## src/rtl/rr_packet_arbiter_if.sv

```systemverilog
// rr_packet_arbiter_if: request/grant bundle between input channels and one output-port arbiter.
interface rr_packet_arbiter_if #(
  parameter int NUMBER_CHANNELS = 5,
  parameter int IDX_W = 3
);
  logic [NUMBER_CHANNELS-1:0] req;
  logic [NUMBER_CHANNELS-1:0] last;
  logic                       ready;
  logic [NUMBER_CHANNELS-1:0] gnt;
  logic                       gnt_valid;
  logic [IDX_W-1:0]           gnt_idx;
  logic [NUMBER_CHANNELS-1:0] ack;
  logic                       xfer;
  logic                       abort;
  modport master (input req, last, ready, output gnt, gnt_valid, gnt_idx, ack, xfer, abort);
  modport slave (output req, last, ready, input gnt, gnt_valid, gnt_idx, ack, xfer, abort);
endinterface

```

## src/rtl/rr_packet_arbiter.sv

```systemverilog
// rr_packet_arbiter: round-robin arbiter that locks a grant for a whole packet, with a stall watchdog.
module rr_packet_arbiter #(
  parameter int NUMBER_CHANNELS = 5,
  parameter int IDX_W = 3,
  parameter int IDLE_LIMIT = 15
) (
  input logic clk,
  input logic rst,
  rr_packet_arbiter_if.master bus
);
  localparam int N = NUMBER_CHANNELS;
  typedef enum logic {IDLE, LOCKED} state_t;
  state_t state_q, state_d;
  logic [IDX_W-1:0] ptr_q, ptr_d, idx_q, idx_d, nxt;
  logic [N-1:0] gnt_q, gnt_d;
  logic [7:0] stall_q, stall_d;
  logic abort_q, abort_d;
  logic own_req, xfer, tail, wd;

  function automatic logic [IDX_W-1:0] pick(input logic [N-1:0] r, input logic [IDX_W-1:0] p);
    logic [IDX_W-1:0] w;
    int j;
    w = p;
    for (int k = N - 1; k >= 0; k--) begin
      j = int'(p) + k;
      if (j >= N) j -= N;
      if (r[j]) w = IDX_W'(j);
    end
    return w;
  endfunction

  assign own_req = bus.req[idx_q];
  assign nxt = (idx_q == IDX_W'(N - 1)) ? '0 : idx_q + 1'b1;
  assign xfer = (state_q == LOCKED) & own_req & bus.ready;
  assign tail = xfer & bus.last[idx_q];
  assign wd = (state_q == LOCKED) & ~own_req & (stall_q == 8'(IDLE_LIMIT - 1));

  always_ff @(posedge clk or posedge rst)
    if (rst) begin
      state_q <= IDLE;
      ptr_q   <= '0;
      idx_q   <= '0;
      gnt_q   <= '0;
      stall_q <= '0;
      abort_q <= 1'b0;
    end else begin
      state_q <= state_d;
      ptr_q   <= ptr_d;
      idx_q   <= idx_d;
      gnt_q   <= gnt_d;
      stall_q <= stall_d;
      abort_q <= abort_d;
    end

  // Tail with any request re-arbitrates from w+1; w itself is scanned last, so it only wins when alone.
  always_comb begin
    state_d = state_q;
    ptr_d   = ptr_q;
    idx_d   = idx_q;
    stall_d = '0;
    abort_d = 1'b0;
    if (state_q == IDLE) begin
      state_d = |bus.req ? LOCKED : IDLE;
      idx_d   = |bus.req ? pick(bus.req, ptr_q) : idx_q;
    end else if (tail) begin
      ptr_d   = nxt;
      state_d = |bus.req ? LOCKED : IDLE;
      idx_d   = |bus.req ? pick(bus.req, nxt) : idx_q;
    end else if (wd) begin
      ptr_d   = nxt;
      abort_d = 1'b1;
      state_d = IDLE;
    end else if (!own_req) begin
      stall_d = stall_q + 1'b1;
    end
    gnt_d = (state_d == LOCKED) ? N'(1) << idx_d : '0;
  end

  always_comb begin
    bus.gnt       = gnt_q;
    bus.gnt_valid = (state_q == LOCKED);
    bus.gnt_idx   = idx_q;
    bus.abort     = abort_q;
    bus.ack       = gnt_q & {N{bus.ready}};
    bus.xfer      = xfer;
  end
endmodule

```

## src/flat_wrapper.sv

```systemverilog
// flat-port wrapper written by rule: the top's interface ports become plain ports
module rr_packet_arbiter_flat 
#(
  parameter int NUMBER_CHANNELS = 5,
  parameter int IDX_W = 3,
  parameter int IDLE_LIMIT = 15
)
  (clk, rst, bus_req, bus_last, bus_ready, bus_gnt, bus_gnt_valid, bus_gnt_idx, bus_ack, bus_xfer, bus_abort);
  rr_packet_arbiter_if #(.NUMBER_CHANNELS(NUMBER_CHANNELS), .IDX_W(IDX_W)) bus_i ();
  input logic clk;
  input logic rst;
  input wire logic [$bits(bus_i.req)-1:0] bus_req;
  input wire logic [$bits(bus_i.last)-1:0] bus_last;
  input wire logic [$bits(bus_i.ready)-1:0] bus_ready;
  output wire logic [$bits(bus_i.gnt)-1:0] bus_gnt;
  output wire logic [$bits(bus_i.gnt_valid)-1:0] bus_gnt_valid;
  output wire logic [$bits(bus_i.gnt_idx)-1:0] bus_gnt_idx;
  output wire logic [$bits(bus_i.ack)-1:0] bus_ack;
  output wire logic [$bits(bus_i.xfer)-1:0] bus_xfer;
  output wire logic [$bits(bus_i.abort)-1:0] bus_abort;
  assign bus_i.req = bus_req;
  assign bus_i.last = bus_last;
  assign bus_i.ready = bus_ready;
  assign bus_gnt = bus_i.gnt;
  assign bus_gnt_valid = bus_i.gnt_valid;
  assign bus_gnt_idx = bus_i.gnt_idx;
  assign bus_ack = bus_i.ack;
  assign bus_xfer = bus_i.xfer;
  assign bus_abort = bus_i.abort;
  rr_packet_arbiter #(.NUMBER_CHANNELS(NUMBER_CHANNELS), .IDX_W(IDX_W), .IDLE_LIMIT(IDLE_LIMIT)) u_core (.clk(clk), .rst(rst), .bus(bus_i));
endmodule
```

## config.mk

```make
export PLATFORM = sky130hd
export DESIGN_NAME = rr_packet_arbiter_flat
export DESIGN_NICKNAME = d
export VERILOG_FILES = /design/src/rtl/rr_packet_arbiter_if.sv /design/src/rtl/rr_packet_arbiter.sv /design/src/flat_wrapper.sv
export SDC_FILE = /design/constraint.sdc
export NUM_CORES = 1
export LEC_CHECK = 0
export CAP_MARGIN = 20
export CORE_MARGIN = 2
export CORE_UTILIZATION = 43
export CTS_CLUSTER_SIZE = 16
export DETAILED_ROUTE_END_ITERATION = 10
export SLEW_MARGIN = 20
export SYNTH_ARGS = -nofsm -noshare
export SYNTH_HDL_FRONTEND = slang
export SYNTH_SLANG_ARGS = --single-unit
```

## constraint.sdc

```tcl
create_clock -name clk -period 4.35 [get_ports clk]
set_clock_uncertainty 0.15 [all_clocks]
set_input_delay 0.87 -clock clk [delete_from_list [all_inputs] [get_ports clk]]
set_output_delay 0.87 -clock clk [all_outputs]
set_load 0.05 [all_outputs]
```

==> impl_summary.log, run 1 <==
[metrics] Num CTS Buffers: 3
[metrics] transition at the pin with the smallest max-transition slack: 780.2 ps
[metrics] Async S/R FF share, synth: 100.0%
[metrics] shortest period the worst path allows: 4101 ps
[metrics] clock tree from TritonCTS: done
[metrics] Hold/Removal Path Class: reg2reg
[metrics] CTS max path bufs: 2
[metrics] cell count after synthesis: 453
[metrics] Final #Nets: 526
[metrics] vias per std cell: 6.256
[metrics] pre-CTS worst setup slack: 107.8 ps
[metrics] pin count of the biggest net entering global routing: 32
[metrics] count of H-tree levels built during CTS: 1
[metrics] Fin Hold WS: 372.0 ps
[metrics] drt initial violations: 311
[metrics] Detailed Place HPWL: 8157 um
[metrics] number of warnings reported in the yosys synthesis log: 0
[metrics] area enclosed by the die boundary: 9065 um2
[metrics] share of the yosys chip area belonging to registers: 14.69%
[metrics] antenna violations before repair: 0
[metrics] worst-case reg-to-reg path depth: 14
[metrics] register clock-pin slew on the reported worst setup and hold paths: 80 ps
[metrics] standard cell core area: 8134 um2
[metrics] CP Max Fanout: 8
[metrics] first-pass GRT wire length: 17700 um
[metrics] share of the synthesized area in the top cell type: 14.69%
[metrics] top cell type by total area after synthesis: sky130_fd_sc_hd__dfrtp_1
[metrics] vias: 3691
[metrics] number of top-level pins: 29
[metrics] Crit Path Class: reg2reg
[metrics] mean instance size in the synthesized netlist: 7.897 um2
[metrics] achievable frequency: 243.8 MHz
[metrics] Synth Register Bits: 21
[metrics] Worst Setup End Kind: flop
[metrics] width of the chip: 95.21 um
[metrics] critical path's top delay family: compound AO/OA/AOI/OAI gates
[metrics] vertical extent of the die: 95.21 um
[metrics] GRT overflow: 0
[metrics] status: finished clean
[metrics] clock tree root driver cell: sky130_fd_sc_hd__clkbuf_8
[metrics] Sum Neg Setup Slack: 0 ps
[metrics] final-report max-slew violation count: 0
[metrics] antenna diode count: 0
[metrics] unique cell type count in the Yosys netlist: 91
[metrics] dominant cells by area after synthesis: sky130_fd_sc_hd__dfrtp_1 (15%), sky130_fd_sc_hd__ha_1 (8.7%), sky130_fd_sc_hd__mux2i_1 (6.7%)
[metrics] post-route setup slack: 248.9 ps
[metrics] Slowest-stage cell, CP: sky130_fd_sc_hd__dfrtp_2
[metrics] Critical Path AT: 4140 ps
[metrics] unrepaired setup endpoints after global routing: false
[metrics] wire per inst: 18.28 um
[metrics] number of remaining DRC errors: 0
[metrics] number of clock sinks seen by CTS: 21
[metrics] RePlAce Congestion: 0.9516
[metrics] dominant register cell in the synthesized netlist: sky130_fd_sc_hd__dfrtp_1
[metrics] GRT Resource Usage Total: 24.50%
[metrics] Final Cycle Share: 94.28%
[metrics] post-synthesis net count: 493
[metrics] combined buffer and inverter count along the critical path: 2
[metrics] final non-filler cell area: 4169 um2
[metrics] final setup violating endpoints: 0
[metrics] number of stages on the worst hold path: 1
[metrics] IO buf count: 28
[metrics] fraction of final layout cells with drive strength greater than 1: 16.08%
[metrics] Initial Util: 43.98%
[metrics] Core Rows: 33
[metrics] relative max-transition margin: 47.44%
[metrics] critical path launch point type: flop
[metrics] Final Hold Violating Endpoints: 0
[metrics] Post-synth EDFFs: 0
[metrics] routed wire length: 10780 um
[metrics] Worst path max stage delay: 450 ps
[metrics] synthesized area: 3577 um2
[metrics] total number of cells along the worst setup path: 14
[metrics] remaining number of nets flagged by the antenna check after routing: 0
[metrics] placed instance area: 4028 um2
[metrics] via count of the first global-routing pass: 3512
[metrics] first-pass detailed-route iteration total: 5
[metrics] number of max-cap violations: 0
[metrics] Area growth syn-to-layout: 16.54%
[metrics] clock latency at the later pin of the worst-skew pair: 250 ps
[metrics] data required time of the critical path: 4390 ps
[metrics] worst path cell trace: clkinvlp_4, ha_4, nor3b_2, nor2_2, buf_4, ha_2, a211o_1, a21o_1, a2111oi_4, or2_1, a221oi_2, or3_4, a32oi_4, and4_1
[per-stage QoR]
stage | std cells | utilization (%)
global placement | 582 | 49.52
detailed placement | 582 | 49.52
CTS | 586 | 50.08
finish | 590 | 51.25
global route | 590 | 51.25
floorplan | 453 | -
[final timing paths]
check	start	to	slack [ps]
hold / removal	u_core.stall_q[0]	u_core.stall_q[0]	370
setup / recovery	u_core.bus.gnt_idx[0]	u_core.bus.gnt[3]	250
setup reg to reg	u_core.bus.gnt_idx[0]	u_core.bus.gnt[3]	250
min in group asynchronous	rst	u_core.stall_q[3]	900
max in group asynchronous	rst	u_core.bus.gnt_idx[1]	2620
hold reg to reg	u_core.stall_q[0]	u_core.stall_q[0]	370
[sequential cells by signal (all words and copies together) (netlist names)]
register              count
u_core.bus.gnt            5
u_core.bus.gnt_idx        3
u_core.ptr_q              3
u_core.bus.abort          1
u_core.stall_q            8
u_core.bus.gnt_valid      1
[metal layers]
metal / GRT usage (%) / vias up / wire (um)
li1: - / 1760 / -
met3: 1.186 / 14 / 599
met5: 0 / - / 0
met4: 4.348 / 0 / 123
met2: 41.31 / 150 / 4967
met1: 35.04 / 1767 / 5092
[kinds of logic (layout without fill, tap and decap cells)]
family          Yosys count  count (layout)  synth area share (%)
flops                    21              21                 14.69
simple gates            169             169                 26.09
buf+inv                  53              85                 7.660
xor+xnor                 12              12                 2.938
fa+ha+maj                27              27                 9.864
compound gates          141             141                 29.52
mux                      30              30                 9.234
[repair_timing]
action | CTS | global route
buffers inserted | 0 | 4
gates resized for setup | 0 | 13
setup endpoints to repair | 0 | 6
hold buffers | 0 | 0
[final cells by class]
| type | count | area (um2) |
|---|---|---|
| clock buffers | 3 | 41.29 |
| repair buffers | 54 | 485.5 |
| flip-flops and latches | 21 | 528.0 |
| multi-input cells | 379 | 2869 |
| inverters | 27 | 108.9 |
| well taps | 105 | 131.4 |
| clock inverters | 1 | 5.005 |
| fillers | 793 | 3965 |
[cells in the mapped netlist (4+ instances only)]
| master | n |
|---|---|
| sky130_fd_sc_hd__a211oi_1 | 6 |
| sky130_fd_sc_hd__ha_1 | 25 |
| sky130_fd_sc_hd__o21bai_1 | 4 |
| sky130_fd_sc_hd__nor2b_1 | 7 |
| sky130_fd_sc_hd__and3_1 | 5 |
| sky130_fd_sc_hd__a21o_1 | 6 |
| sky130_fd_sc_hd__nor3b_1 | 5 |
| sky130_fd_sc_hd__xor2_1 | 7 |
| sky130_fd_sc_hd__nand2b_1 | 10 |
| sky130_fd_sc_hd__dfrtp_1 | 21 |
| sky130_fd_sc_hd__and2_1 | 11 |
| sky130_fd_sc_hd__a21oi_1 | 24 |
| sky130_fd_sc_hd__o21ai_0 | 25 |
| sky130_fd_sc_hd__mux2i_1 | 24 |
| sky130_fd_sc_hd__nand2_1 | 33 |
| sky130_fd_sc_hd__xnor2_1 | 5 |
| sky130_fd_sc_hd__buf_2 | 7 |
| sky130_fd_sc_hd__nor3_1 | 18 |
| sky130_fd_sc_hd__nor2_1 | 32 |
| sky130_fd_sc_hd__nand3_1 | 7 |
| sky130_fd_sc_hd__inv_1 | 25 |
| sky130_fd_sc_hd__o211ai_1 | 4 |
| sky130_fd_sc_hd__a31oi_1 | 7 |
| sky130_fd_sc_hd__nand4_1 | 9 |
| sky130_fd_sc_hd__clkbuf_1 | 12 |
[cell usage in the layout (no fill, tap or decap), types with 4 or more instances in the layout]
master                            Yosys  layout
sky130_fd_sc_hd__inv_1               25      23
sky130_fd_sc_hd__nor2_1              32      31
sky130_fd_sc_hd__dfrtp_1             21      19
sky130_fd_sc_hd__o211ai_1             4       4
sky130_fd_sc_hd__a21o_1               6       6
sky130_fd_sc_hd__o21bai_1             4       4
sky130_fd_sc_hd__nand2_1             33      33
sky130_fd_sc_hd__and3_1               5       5
sky130_fd_sc_hd__buf_4                1      26
sky130_fd_sc_hd__xnor2_1              5       5
sky130_fd_sc_hd__a31oi_1              7       7
sky130_fd_sc_hd__nand2b_1            10      10
sky130_fd_sc_hd__nand4_1              9       9
sky130_fd_sc_hd__nor3b_1              5       4
sky130_fd_sc_hd__clkdlybuf4s50_1      0      27
sky130_fd_sc_hd__ha_1                25      21
sky130_fd_sc_hd__and2_1              11      11
sky130_fd_sc_hd__nand3_1              7       7
sky130_fd_sc_hd__a211oi_1             6       6
sky130_fd_sc_hd__xor2_1               7       7
sky130_fd_sc_hd__mux2i_1             24      24
sky130_fd_sc_hd__nor3_1              18      18
sky130_fd_sc_hd__nor2b_1              7       7
sky130_fd_sc_hd__a21oi_1             24      24
sky130_fd_sc_hd__o21ai_0             25      25
Power of run 1 is not shown: default switching activity piles up to over one toggle a cycle in this logic, so the estimate is an artifact.
==> inputs of run 2 (changes only) <==
SETUP_SLACK_MARGIN = 0.02   (was unset)
==> results of run 2 <==
The final DEF is identical to that of run 1. Status: finished clean.
Power of run 2 is left out for the same reason.
